<file path="src/rtl/load_store_buffer.sv">
// load_store_buffer: in-order circular queue of loads and stores feeding the
// cache data port. Loads to ordinary memory go out as soon as they reach the
// head. Stores and I/O loads (addr[17:16] == 2'b11) wait for a ROB commit.
// A misprediction clear drops every uncommitted entry.
module load_store_buffer #(
  parameter int LSB_WIDTH = 3,
  parameter int ROB_WIDTH = 4
) (
  input  logic                 clkIn,
  input  logic                 resetIn,
  input  logic                 clearIn,
  input  logic                 issueValid,
  output logic                 issueReady,
  input  logic                 issueIsLoad,
  input  logic [1:0]           issueAccessType,
  input  logic                 issueSigned,
  input  logic [ROB_WIDTH-1:0] issueRobId,
  input  logic [31:0]          issueAddr,
  input  logic [31:0]          issueData,
  input  logic                 commitValid,
  input  logic [ROB_WIDTH-1:0] commitRobId,
  output logic [1:0]           accessType,
  output logic                 readWriteOut,
  output logic [31:0]          dataAddrOut,
  output logic [31:0]          dataOut,
  input  logic                 dataInValid,
  input  logic [31:0]          dataIn,
  input  logic                 dataWriteSuc,
  output logic                 resultValid,
  output logic [ROB_WIDTH-1:0] resultRobId,
  output logic [31:0]          resultValue
);

  localparam int Depth = 1 << LSB_WIDTH;
  localparam logic [LSB_WIDTH:0] FullCount = (LSB_WIDTH + 1)'(Depth);

  typedef enum logic [1:0] {IDLE, WAIT_LOAD, WAIT_STORE} state_t;

  typedef struct packed {
    logic                 isLoad;
    logic [1:0]           accType;
    logic                 isSigned;
    logic [ROB_WIDTH-1:0] robId;
    logic [31:0]          addr;
    logic [31:0]          data;
  } payload_t;

  state_t                 state;
  state_t                 nextState;
  logic [Depth-1:0]       entryValid;
  logic [Depth-1:0]       entryCommitted;
  payload_t               payload [Depth];
  logic [LSB_WIDTH-1:0]   head;
  logic [LSB_WIDTH-1:0]   tail;
  logic [LSB_WIDTH:0]     count;

  payload_t               headEntry;
  logic                   headEligible;
  logic                   reqActive;
  logic                   doEnq;
  logic                   enqCommitted;
  logic [Depth-1:0]       commitHit;
  logic [Depth-1:0]       committedEff;
  logic [LSB_WIDTH:0]     committedCnt;
  logic                   issueReq;
  logic                   popHead;
  logic                   captureResult;
  logic                   flushLoad;
  logic                   headLeaves;
  logic [31:0]            extendedLoad;

  assign issueReady   = (count != FullCount);
  assign doEnq        = issueValid && issueReady && !clearIn;
  assign enqCommitted = commitValid && (issueRobId == commitRobId);
  assign headEntry    = payload[head];
  assign reqActive    = (accessType != 2'b00);

  // Ordinary loads may go out speculatively; stores and I/O loads need a commit.
  assign headEligible = entryValid[head] &&
                        (entryCommitted[head] ||
                         (headEntry.isLoad && headEntry.addr[17:16] != 2'b11));

  // Commit matches against live entries, and the committed set as seen by a clear.
  always_comb begin
    // NOTE: every always_comb output gets a default first so no latch is inferred.
    commitHit    = '0;
    committedCnt = '0;
    for (int i = 0; i < Depth; i++) begin
      commitHit[i] = commitValid && entryValid[i] && (payload[i].robId == commitRobId);
    end
    committedEff = entryCommitted | commitHit;
    for (int i = 0; i < Depth; i++) begin
      committedCnt = committedCnt + (LSB_WIDTH + 1)'(entryValid[i] & committedEff[i]);
    end
  end

  // Cache-port FSM: state register.
  always_ff @(posedge clkIn or negedge resetIn) begin
    // NOTE: sequential state uses non-blocking assignments so all registers update together.
    if (!resetIn) state <= IDLE;
    else          state <= nextState;
  end

  // Cache-port FSM: next state and per-cycle control strobes. The request
  // cycle itself is spent in IDLE with accessType nonzero, so the wait states
  // never see a live request.
  always_comb begin
    nextState     = state;
    issueReq      = 1'b0;
    popHead       = 1'b0;
    captureResult = 1'b0;
    flushLoad     = 1'b0;
    unique case (state)
      IDLE: begin
        if (reqActive) begin
          if (readWriteOut && clearIn) flushLoad = 1'b1;
          else nextState = readWriteOut ? WAIT_LOAD : WAIT_STORE;
        end else if (headEligible && !clearIn) begin
          issueReq = 1'b1;
        end
      end
      WAIT_LOAD: begin
        if (clearIn) begin
          flushLoad = 1'b1;
          nextState = IDLE;
        end else if (dataInValid) begin
          captureResult = 1'b1;
          popHead       = 1'b1;
          nextState     = IDLE;
        end
      end
      WAIT_STORE: begin
        if (dataWriteSuc) begin
          popHead   = 1'b1;
          nextState = IDLE;
        end
      end
      default: nextState = IDLE;
    endcase
  end

  // An abandoned load leaves the queue only if it survives the clear itself
  // (a committed I/O load); an uncommitted head is removed by the invalidation.
  assign headLeaves = flushLoad ? (entryValid[head] && committedEff[head]) : popHead;

  // Queue bookkeeping: pointers, count, valid and committed flags.
  always_ff @(posedge clkIn or negedge resetIn) begin
    if (!resetIn) begin
      head           <= '0;
      tail           <= '0;
      count          <= '0;
      entryValid     <= '0;
      entryCommitted <= '0;
    end else if (clearIn) begin
      head           <= head + LSB_WIDTH'(headLeaves);
      tail           <= head + committedCnt[LSB_WIDTH-1:0];
      count          <= committedCnt - (LSB_WIDTH + 1)'(headLeaves);
      entryCommitted <= committedEff;
      for (int i = 0; i < Depth; i++) begin
        entryValid[i] <= entryValid[i] && committedEff[i] &&
                         !(headLeaves && (LSB_WIDTH'(i) == head));
      end
    end else begin
      entryCommitted <= committedEff;
      if (popHead) begin
        entryValid[head] <= 1'b0;
        head             <= head + 1'b1;
      end
      if (doEnq) begin
        entryValid[tail]     <= 1'b1;
        entryCommitted[tail] <= enqCommitted;
        tail                 <= tail + 1'b1;
      end
      count <= count + (LSB_WIDTH + 1)'(doEnq) - (LSB_WIDTH + 1)'(popHead);
    end
  end

  // Entry payload storage, written at the tail on enqueue.
  always_ff @(posedge clkIn) begin
    // NOTE: payload needs no reset; the valid bits alone decide what is live.
    if (doEnq) begin
      payload[tail] <= '{isLoad:   issueIsLoad,
                         accType:  issueAccessType,
                         isSigned: issueSigned,
                         robId:    issueRobId,
                         addr:     issueAddr,
                         data:     issueData};
    end
  end

  // Load result extension from the zero-extended cache data.
  always_comb begin
    unique case (headEntry.accType)
      2'b01:   extendedLoad = {{24{headEntry.isSigned & dataIn[7]}},  dataIn[7:0]};
      2'b10:   extendedLoad = {{16{headEntry.isSigned & dataIn[15]}}, dataIn[15:0]};
      default: extendedLoad = dataIn;
    endcase
  end

  // Registered cache request: driven for exactly one cycle per head entry.
  always_ff @(posedge clkIn or negedge resetIn) begin
    if (!resetIn) begin
      accessType   <= 2'b00;
      readWriteOut <= 1'b1;
      dataAddrOut  <= '0;
      dataOut      <= '0;
    end else if (issueReq) begin
      accessType   <= headEntry.accType;
      readWriteOut <= headEntry.isLoad;
      dataAddrOut  <= headEntry.addr;
      dataOut      <= headEntry.data;
    end else begin
      accessType   <= 2'b00;
    end
  end

  // Registered load-result broadcast, valid for one cycle per completed load.
  always_ff @(posedge clkIn or negedge resetIn) begin
    if (!resetIn) begin
      resultValid <= 1'b0;
      resultRobId <= '0;
      resultValue <= '0;
    end else begin
      resultValid <= captureResult;
      if (captureResult) begin
        resultRobId <= headEntry.robId;
        resultValue <= extendedLoad;
      end
    end
  end

endmodule

</file>
<file path="config.mk">
export PLATFORM = sky130hd
export DESIGN_NAME = load_store_buffer
export DESIGN_NICKNAME = d
export VERILOG_FILES = /design/src/rtl/load_store_buffer.sv
export SDC_FILE = /design/constraint.sdc
export NUM_CORES = 1
export LEC_CHECK = 0
export ABC_AREA = 1
export BUFFER_PORTS_ARGS = -buffer_cell sky130_fd_sc_hd__buf_2
export CORE_MARGIN = 3
export CORE_UTILIZATION = 50
export CTS_CLUSTER_DIAMETER = 150
export DETAILED_ROUTE_END_ITERATION = 8
export PLACE_DENSITY = 0.81
export SLEW_MARGIN = 20
export SYNTH_ARGS = -nofsm -noshare
export SYNTH_HDL_FRONTEND = slang
export SYNTH_SLANG_ARGS = --single-unit
</file>
<file path="constraint.sdc">
create_clock -name clkIn -period 8.25 [get_ports clkIn]
set_input_delay 0.4125 -clock clkIn [delete_from_list [all_inputs] [get_ports clkIn]]
set_output_delay 0.4125 -clock clkIn [all_outputs]
set_load 0.005 [all_outputs]
</file>
# Yosys cells after proc, flatten, opt, wreduce, memory -nomap -nowiden
# Memory sizes are Yosys's and may differ from the RTL's.
# Cells that the tools add are included.
# totals
register_bits	132
ramBits	576
inputBits	115
word_cells	184
memories	1
# memory_table
memory	depth	width	rd	rd_clocked_by_memory_dff	wr	line_no	rtl
payload	8	72	9	0	1	52	payload_t payload [Depth];
# classes
n_addsub	14
order_cmp	4
eq_ne	26
n_mux	46
bitwise_logic	14
reduce_logical	66
# ops
cell	count
$pmux W32 S2	1
$logic_and A1 B1 Y1	50
$mux W8	6
$eq A4 B4 Y1	9
$add A4 B1 Y4	5
$mux W1	18
$or A8 B8 Y8	2
$mux W2	7
$eq A3 B3 Y1 const A	4
$mux W3	4
$and A1 B1 Y1	10
$bmux W1 S3	3
$logic_not A1 Y1	9
$and A8 B8 Y8	1
$bwmux W8	1
$lt A3 B4 Y1 const B	2
$ne A2 B2 Y1 const B	4
$not A8 Y8	1
$sub A4 B1 Y4	2
$add A3 B1 Y3 const B	2
$demux W1 S3	2
$eq A2 B3 Y1 const A	2
$ge A3 B1 Y1 const B	2
$pmux W2 S3	1
other kinds (17)	22

# Logic depth before layout (Yosys ltp)
# Gate-level depths: netlist of run 1.
# logic_depth
word_depth	13
mapped_depth	23
depth_no_buf	22

# Least setup slack after synthesis of run 1
# No wires, ideal clock.
# synth_timing
path_kind	flip-flop to flip-flop
from	register count[2]
to	register entryCommitted[3]
arrival_ns	8.226
t_required_ns	7.823
slack_ns	-0.403
path_stages_with_launch	9
path_buffers	0
synth_period_minus_slack_ns	8.653
cell_sequence	dfrtp_1 -> inv_1 -> ha_1 -> nand2_1 -> nand2_1 -> nor2_1 -> inv_1 -> nor4_1 -> a21oi_1
# synth_between
elab_chain_len	5
# synth_rtl
element	line_no	rtl
start: declaration	55	logic [LSB_WIDTH:0] count;
start signal: assignment	157	count <= committedCnt - (LSB_WIDTH + 1)'(headLeaves);
start signal: assignment	174	count <= count + (LSB_WIDTH + 1)'(doEnq) - (LSB_WIDTH + 1)'(popHead);
$ne A4 B4 Y1	72	assign issueReady = (count != FullCount);
named net issueReady	13	output logic issueReady,
$logic_and A1 B1 Y1 (2 in series)	73	assign doEnq = issueValid && issueReady && !clearIn;
$mux W8	169	if (doEnq) begin
$mux W8	154	end else if (clearIn) begin
end signal: assignment	158	entryCommitted <= committedEff;
end signal: assignment	164	entryCommitted <= committedEff;
end signal: indexed assignment	171	entryCommitted[tail] <= enqCommitted;
end: declaration	51	logic [Depth-1:0] entryCommitted;
# The timed path passes the listed nets, and every way through them passes these cells.
# A chain may end at the register's enable or synchronous reset.

==> metrics.yaml, run 1 <==
start_util_pct: 50.8
core.rowCount: 86
reg2reg_slack_ns: 3.73
insertion_delay_ns: 0.61
setup_slack_ns: 3.73
slew_headroom_pct: 24.6
viasPerCell: 5.71
finalCritPeriodShare_pct: 54.8
drtAntennaViolNets: 0
placed_cell_area_sq_um: 29800
path_cells: "inv_1, nand2_1, nand2_1, nor2_1, nand3_1, nand2_1, inv_1, nor2_1, fa_1, inv_1, fa_1, inv_1, fa_1, ha_1, fa_1, inv_1, fa_1, xor2_1, xor2_1, nand2_1, o211ai_1, o21ai_0"
synthAdderAreaFrac_pct: 1.27
synth-seq-cells: 708
skew_ns: 0.0242
antenna_found_initial: 16
status: "finished, final reports clean"
drt_wl_total_um: 68300
muxShareOfSynthArea_pct: 0.0356
ys_seq_area_share_pct: 73.4
drcViolationCount: 0
required_ns: 8.73
cp_num_buf_inv: 5
vias: 18500
drive_above_1_share_pct: 17.3
rsz0062_at_grt: "no"
slowest_delay_ns: 0.55
track_usage_pct: 23.0
finalHoldViolCount: 0
die_x_um: 243
ys_warn_count: 0
grt_max_degree: 130
cts_buffer_depth: 3
hold_start: "dataIn[5]"
cts-resized-gates: 0
setup_tns_ns: 0
syn_area_sq_um: 28100
syn-instance-count: 2209
fin_nets: 2557
cts_num_sinks: 708
holdWs_ns: 0.0376
p_leak_nw: 11.8
cts_made_buffers: 73
final_cell_area_sq_um: 32300
dp_worst_setup_slack_ns: 3.35
synth-async-reset-ratio_pct: 18.6
synth_top_family_by_area: "simple AND/OR/NAND/NOR gates"
route.met3.wl_um: 6080
netlist_top_cells_area: "edfxtp_1, dfrtp_1, nand2_1, nor2_1, a22oi_1"
irDropWorstVdd_mv: 0.215
wl_met2_um: 33000
post-synth-top-count-cell: "nand2_1"
synth_nets: 2349
drt_iter0_drc: 1856
setup-violations-final: 0
path_delay_family: "adder cells"
hold_path.class: "in -> reg"
met1Wirelength_um: 27200
synth-xor-area-share_pct: 0.281
synth_ff_type: "edfxtp_1"
rr_endpoint: "tail[2]"
rr_startpoint: "payload[3][64]"
avgSynthCellArea_sq_um: 12.7
synthSimpleGateAreaFrac_pct: 12.1
portBuffers: 219
drv_slew: 0
synth_commonest_cells: "nand2_1, edfxtp_1, nor2_1, dfrtp_1, a21oi_1"
cp-end-kind: "register"
synth_top_cell_by_area: "edfxtp_1"
first_pass_iters: 6
htree_levels: 3
max_freq_mhz: 221
post_drt_wl_per_cell_um: 21.1
arrival_ns: 5.00
grt_pass1_vias: 18700
worstMarginPinSlew_ns: 1.13
synth_cell_types: 48
ioPinCount: 220
total_power_mw: 11.2
hold_path_end: "resultValue[5]"
hold_depth: 3
cts_tree: "yes"
grt_pass1_wl_um: 105000
dp_hpwl_um: 37900
die_h_um: 243
syn2layout_area_growth_pct: 15.0
r2r_cells: 22
cts.clk_slew.worst_paths_ns: 0.06
root_buffer: "clkbuf_16"
die-area_sq_um: 59000
coreArea_sq_um: 55300
synth-edff-count: 576
synth_compound_area_share_pct: 9.76
yosysTopAreaCellShare_pct: 61.6
highest_layer: "met5"
overflow: 0
post_cts_buffers: 0
cp_slowest_cell: "fa_1"
power_density_nw_per_um2: 348
cap_viol_max_count: 0
path_class: "reg -> reg"
critPathLaunchType: "register"
gp_congestion: 0.877
finalCriticalPeriod_ns: 4.52
path_max_fanout: 3
per-layer routing:
layer / vias up / track usage (%)
met2: 917 / 37.8
met5: - / 0
met1: 9046 / 30.2
met4: 14 / 8.31
li1: 8311 / -
met3: 173 / 5.46
power breakdown:
| group | switching, mW | total (mW) | leakage [nW] | internal [mW] |
|---|---|---|---|---|
| Clock | 1.33 | 3.27 | 1.19 | 1.94 |
| Sequential | 0.273 | 4.66 | 6.85 | 4.39 |
| Combinational | 2.28 | 3.32 | 3.81 | 1.04 |
sequential cells by signal, indices dropped and copies added (netlist names):
register        flops
payload           576
state               2
resultRobId         4
resultValue        32
readWriteOut        1
resultValid         1
tail                3
accessType          2
head                3
dataOut            32
entryCommitted      8
count               4
entryValid          8
dataAddrOut        32
per-stage QoR:
stage,utilization (%),instances
4_1_cts,58.3,3222
2_1_floorplan,-,2209
6_report,58.4,3231
3_3_place_gp,53.9,3088
5_1_grt,58.4,3227
3_5_place_dp,53.9,3088
cell families (layout without fill, tap and decap cells):
family	Yosys count	after routing
buffers and inverters	195	460
other	0	9
muxes	1	1
and+or+nand+nor	881	881
AOI/OAI and AO/OA	390	390
adders and majority gates	25	25
DFF	708	708
xor gates and xnor gates	9	9
layout make-up:
class	instances	area, sq um
multi-input cells	1306	6680
fillers	4226	23000
diodes	9	22.5
clock buffers	104	2100
inverters	81	313
clock inverters	28	327
repair buffers	247	1320
well taps	748	936
flip-flops and latches	708	20600
cell usage in the layout, fill, tap and decap left out, drive strengths merged, types with 9 or more instances in the layout:
cell type,netlist,layout
clkbuf,51,104
a22oi,73,73
nand2,661,661
ha,19,19
nand3,21,21
a41oi,63,63
nor2,170,170
dfrtp,131,131
edfxtp,576,576
nor3,13,13
a21oi,75,75
buf,63,245
inv,77,79
clkinv,4,25
a31oi,67,67
diode,0,9
o211ai,9,9
o21ai,83,83
worst max-delay path by stage:
stage / start / endpoint / slack [ns] / cells after the start
after global placement: commitRobId[0] / tail[2] / 3.44 / 23
after global routing: payload[3][64] / tail[2] / 3.49 / 22
after floorplan: count[2] / entryCommitted[3] / -0.40 / 8
after detailed placement: commitRobId[2] / tail[2] / 3.35 / 23
final: payload[3][64] / tail[2] / 3.73 / 22
after CTS: payload[3][64] / tail[2] / 3.73 / 22
worst reg2reg max path: stages, from the launching register on:
cell and delay [ns]:
edfxtp_1 0.44, inv_1 0.08, nand2_1 0.05, nand2_1 0.06
nor2_1 0.04, nand3_1 0.10, nand2_1 0.09, inv_1 0.08
nor2_1 0.06, fa_1 0.55, inv_1 0.06, fa_1 0.48
inv_1 0.05, fa_1 0.43, ha_1 0.24, fa_1 0.54
inv_1 0.07, fa_1 0.38, xor2_1 0.16, xor2_1 0.21
nand2_1 0.07, o211ai_1 0.08, o21ai_0 0.10
what timing repair did:
action | CTS | global route
hold buffers | 2 | 0
endpoints found under the setup margin | 0 | 0
hold endpoints to repair | 71 | 0
Note: power is estimated with default switching activity, not from simulation.
==> inputs of run 2 (changes only) <==
Clock period 8.25 ns to 3.8 ns, I/O delays scaled along.
==> run 2 against run 1 <==
The flow now finishes with violations (setup timing). Cell area increased by 7.1%. Routed wire length up 6.0%. Via count is 6.0% higher. Critical path depth is the same. Die area stayed put. Sequential share of layout area fell by 4.2 points. Final cell count up 6.0%. Hold slack better by 0.0035 ns. Clock skew up 0.012 ns. Clock-buffer cell count down 9.
==> metrics.yaml, run 2 (synthesized netlist as in run 1, its figures left out) <==
status: "finished with violations"
violations: "setup timing"
ioPinCount: 220
hold_depth: 4
drtAntennaViolNets: 0
finalHoldViolCount: 0
final_cell_mix: "nand2_1, edfxtp_1, buf_2, nor2_1, dfrtp_1"
path_class: "reg -> reg"
track_usage_pct: 24.3
path_max_fanout: 2
slew_headroom_pct: 29.7
htree_levels: 3
first_pass_iters: 6
skew_ns: 0.0359
slowest_delay_ns: 0.56
setup-violations-final: 6
max_freq_mhz: 230
required_ns: 4.29
rsz0062_at_grt: "yes"
vias: 19600
cap_viol_max_count: 0
arrival_ns: 4.84
top_register: "payload"
finalCriticalPeriod_ns: 4.35
final_common_cell: "nand2_1"
cts_made_buffers: 72
drive_above_1_share_pct: 21.4
path_cells: "inv_2, nand2_1, nand2_1, nor2_1, nand3_2, nand2_2, inv_2, nor2_4, fa_1, inv_2, fa_1, inv_2, fa_1, ha_2, fa_1, inv_2, fa_2, xor2_2, xor2_1, nand2_1, o211ai_1, o21ai_1"
cp_num_buf_inv: 5
drt_wl_total_um: 72400
grt_pass1_wl_um: 112000
setup_slack_ns: -0.547
nFillCells: 3957
dp_cells: 3131
largest_reg_flops: 576
die_h_um: 243
insertion_delay_ns: 0.62
worstMarginPinSlew_ns: 1.05
r2r_cells: 22
viasPerCell: 5.71
cts_tree: "yes"
die_x_um: 243
drt_iter0_drc: 1926
cp-end-kind: "register"
path_delay_family: "adder cells"
cp_slowest_cell: "fa_1"
fin_cells: 3424
finalCritPeriodShare_pct: 114
overflow: 0
cts_num_sinks: 708
grt_pass1_vias: 20000
post_drt_wl_per_cell_um: 21.1
crit_top_cell: "inv_2"
cts.clk_slew.worst_paths_ns: 0.06
p_leak_nw: 12.9
grt_max_degree: 92
drv_slew: 0
power_density_nw_per_um2: 736
core.rowCount: 86
die-area_sq_um: 59000
cts_buffer_depth: 3
gp_congestion: 0.878
portBuffers: 219
fin_nets: 2754
cp.depth: 22
root_buffer: "clkbuf_16"
drcViolationCount: 0
coreArea_sq_um: 55300
critPathLaunchType: "register"
antenna_found_initial: 6
syn2layout_area_growth_pct: 23.1
holdWs_ns: 0.0412
irDropWorstVdd_mv: 0.554
dp_hpwl_um: 39800
start_util_pct: 50.8
hold_path.class: "in -> reg"
## run 2: worst reg2reg max path, delay by kind of cell (launching register included)
family / cells / cell delay, ns
fa+ha+maj: 6 / 2.56
simple gates: 7 / 0.45
flops: 1 / 0.42
xor+xnor: 2 / 0.33
buf+inv: 5 / 0.32
compound gates: 2 / 0.18
## run 2: metrics by stage
stage               area (sq um)  TNS, ns  worst slack [ns]  total power [mW]  utilization [%]
floorplan                  28100  -444.20             -1.68              15.0                -
global placement           30400    -1.36            -0.500              17.4             54.9
detailed placement         30400    -1.68            -0.585              17.7             54.9
CTS                        34400    -1.62            -0.496              25.3             62.2
global route               34600    -2.88            -0.731              26.7             62.5
finish                     34600    -1.88            -0.547              25.5             62.5
## run 2: path summary, 6_finish.rpt
kind | startpoint | to | slack [ns]
max | payload[3][67] | tail[2] | -0.55
min | issueValid | tail[2] | 0.04
max reg2reg | payload[3][67] | tail[2] | -0.55
min reg2reg | resultRobId[3] | resultRobId[3] | 0.47
max in group asynchronous | resetIn | readWriteOut | 2.68
min in group asynchronous | resetIn | dataAddrOut[28] | 0.32
## run 2: where the power goes
group          switching [mW]  total [mW]  internal, mW
clock network            3.01        7.43          4.43
registers               0.591        10.1          9.51
logic                    5.26        7.92          2.66
total                    8.85        25.5          16.6
## run 2: timing repair
action,in CTS,in global routing
endpoints found under the setup margin,5,18
pin swaps,5,7
setup buffers,50,3
endpoints found under the hold margin,698,0
hold buffers,108,0
resized for setup,14,44
cloned,0,0
## run 2: layout make-up
| cell class | count | area (sq um) | area share [%] |
|---|---|---|---|
| sequential | 708 | 20600 | 59.6 |
| multi-input combinational | 1306 | 6860 | 19.9 |
| timing repair buffer | 445 | 3280 | 9.50 |
| clock buffer | 95 | 2030 | 5.87 |
| tap | 748 | 936 | 2.71 |
| clock inverter | 38 | 526 | 1.52 |
| inverter | 81 | 319 | 0.923 |
| antenna | 3 | 7.51 | 0.0217 |
## run 2: per-layer routing
| layer | vias to the layer above | part of all wire, % | GRT usage [%] |
|---|---|---|---|
| met5 | - | 0.051 | 0 |
| met2 | 1039 | 49 | 40.3 |
| met1 | 9601 | 39 | 31.2 |
| li1 | 8709 | - | - |
| met4 | 6 | 3.6 | 10.2 |
| met3 | 207 | 8.5 | 5.17 |
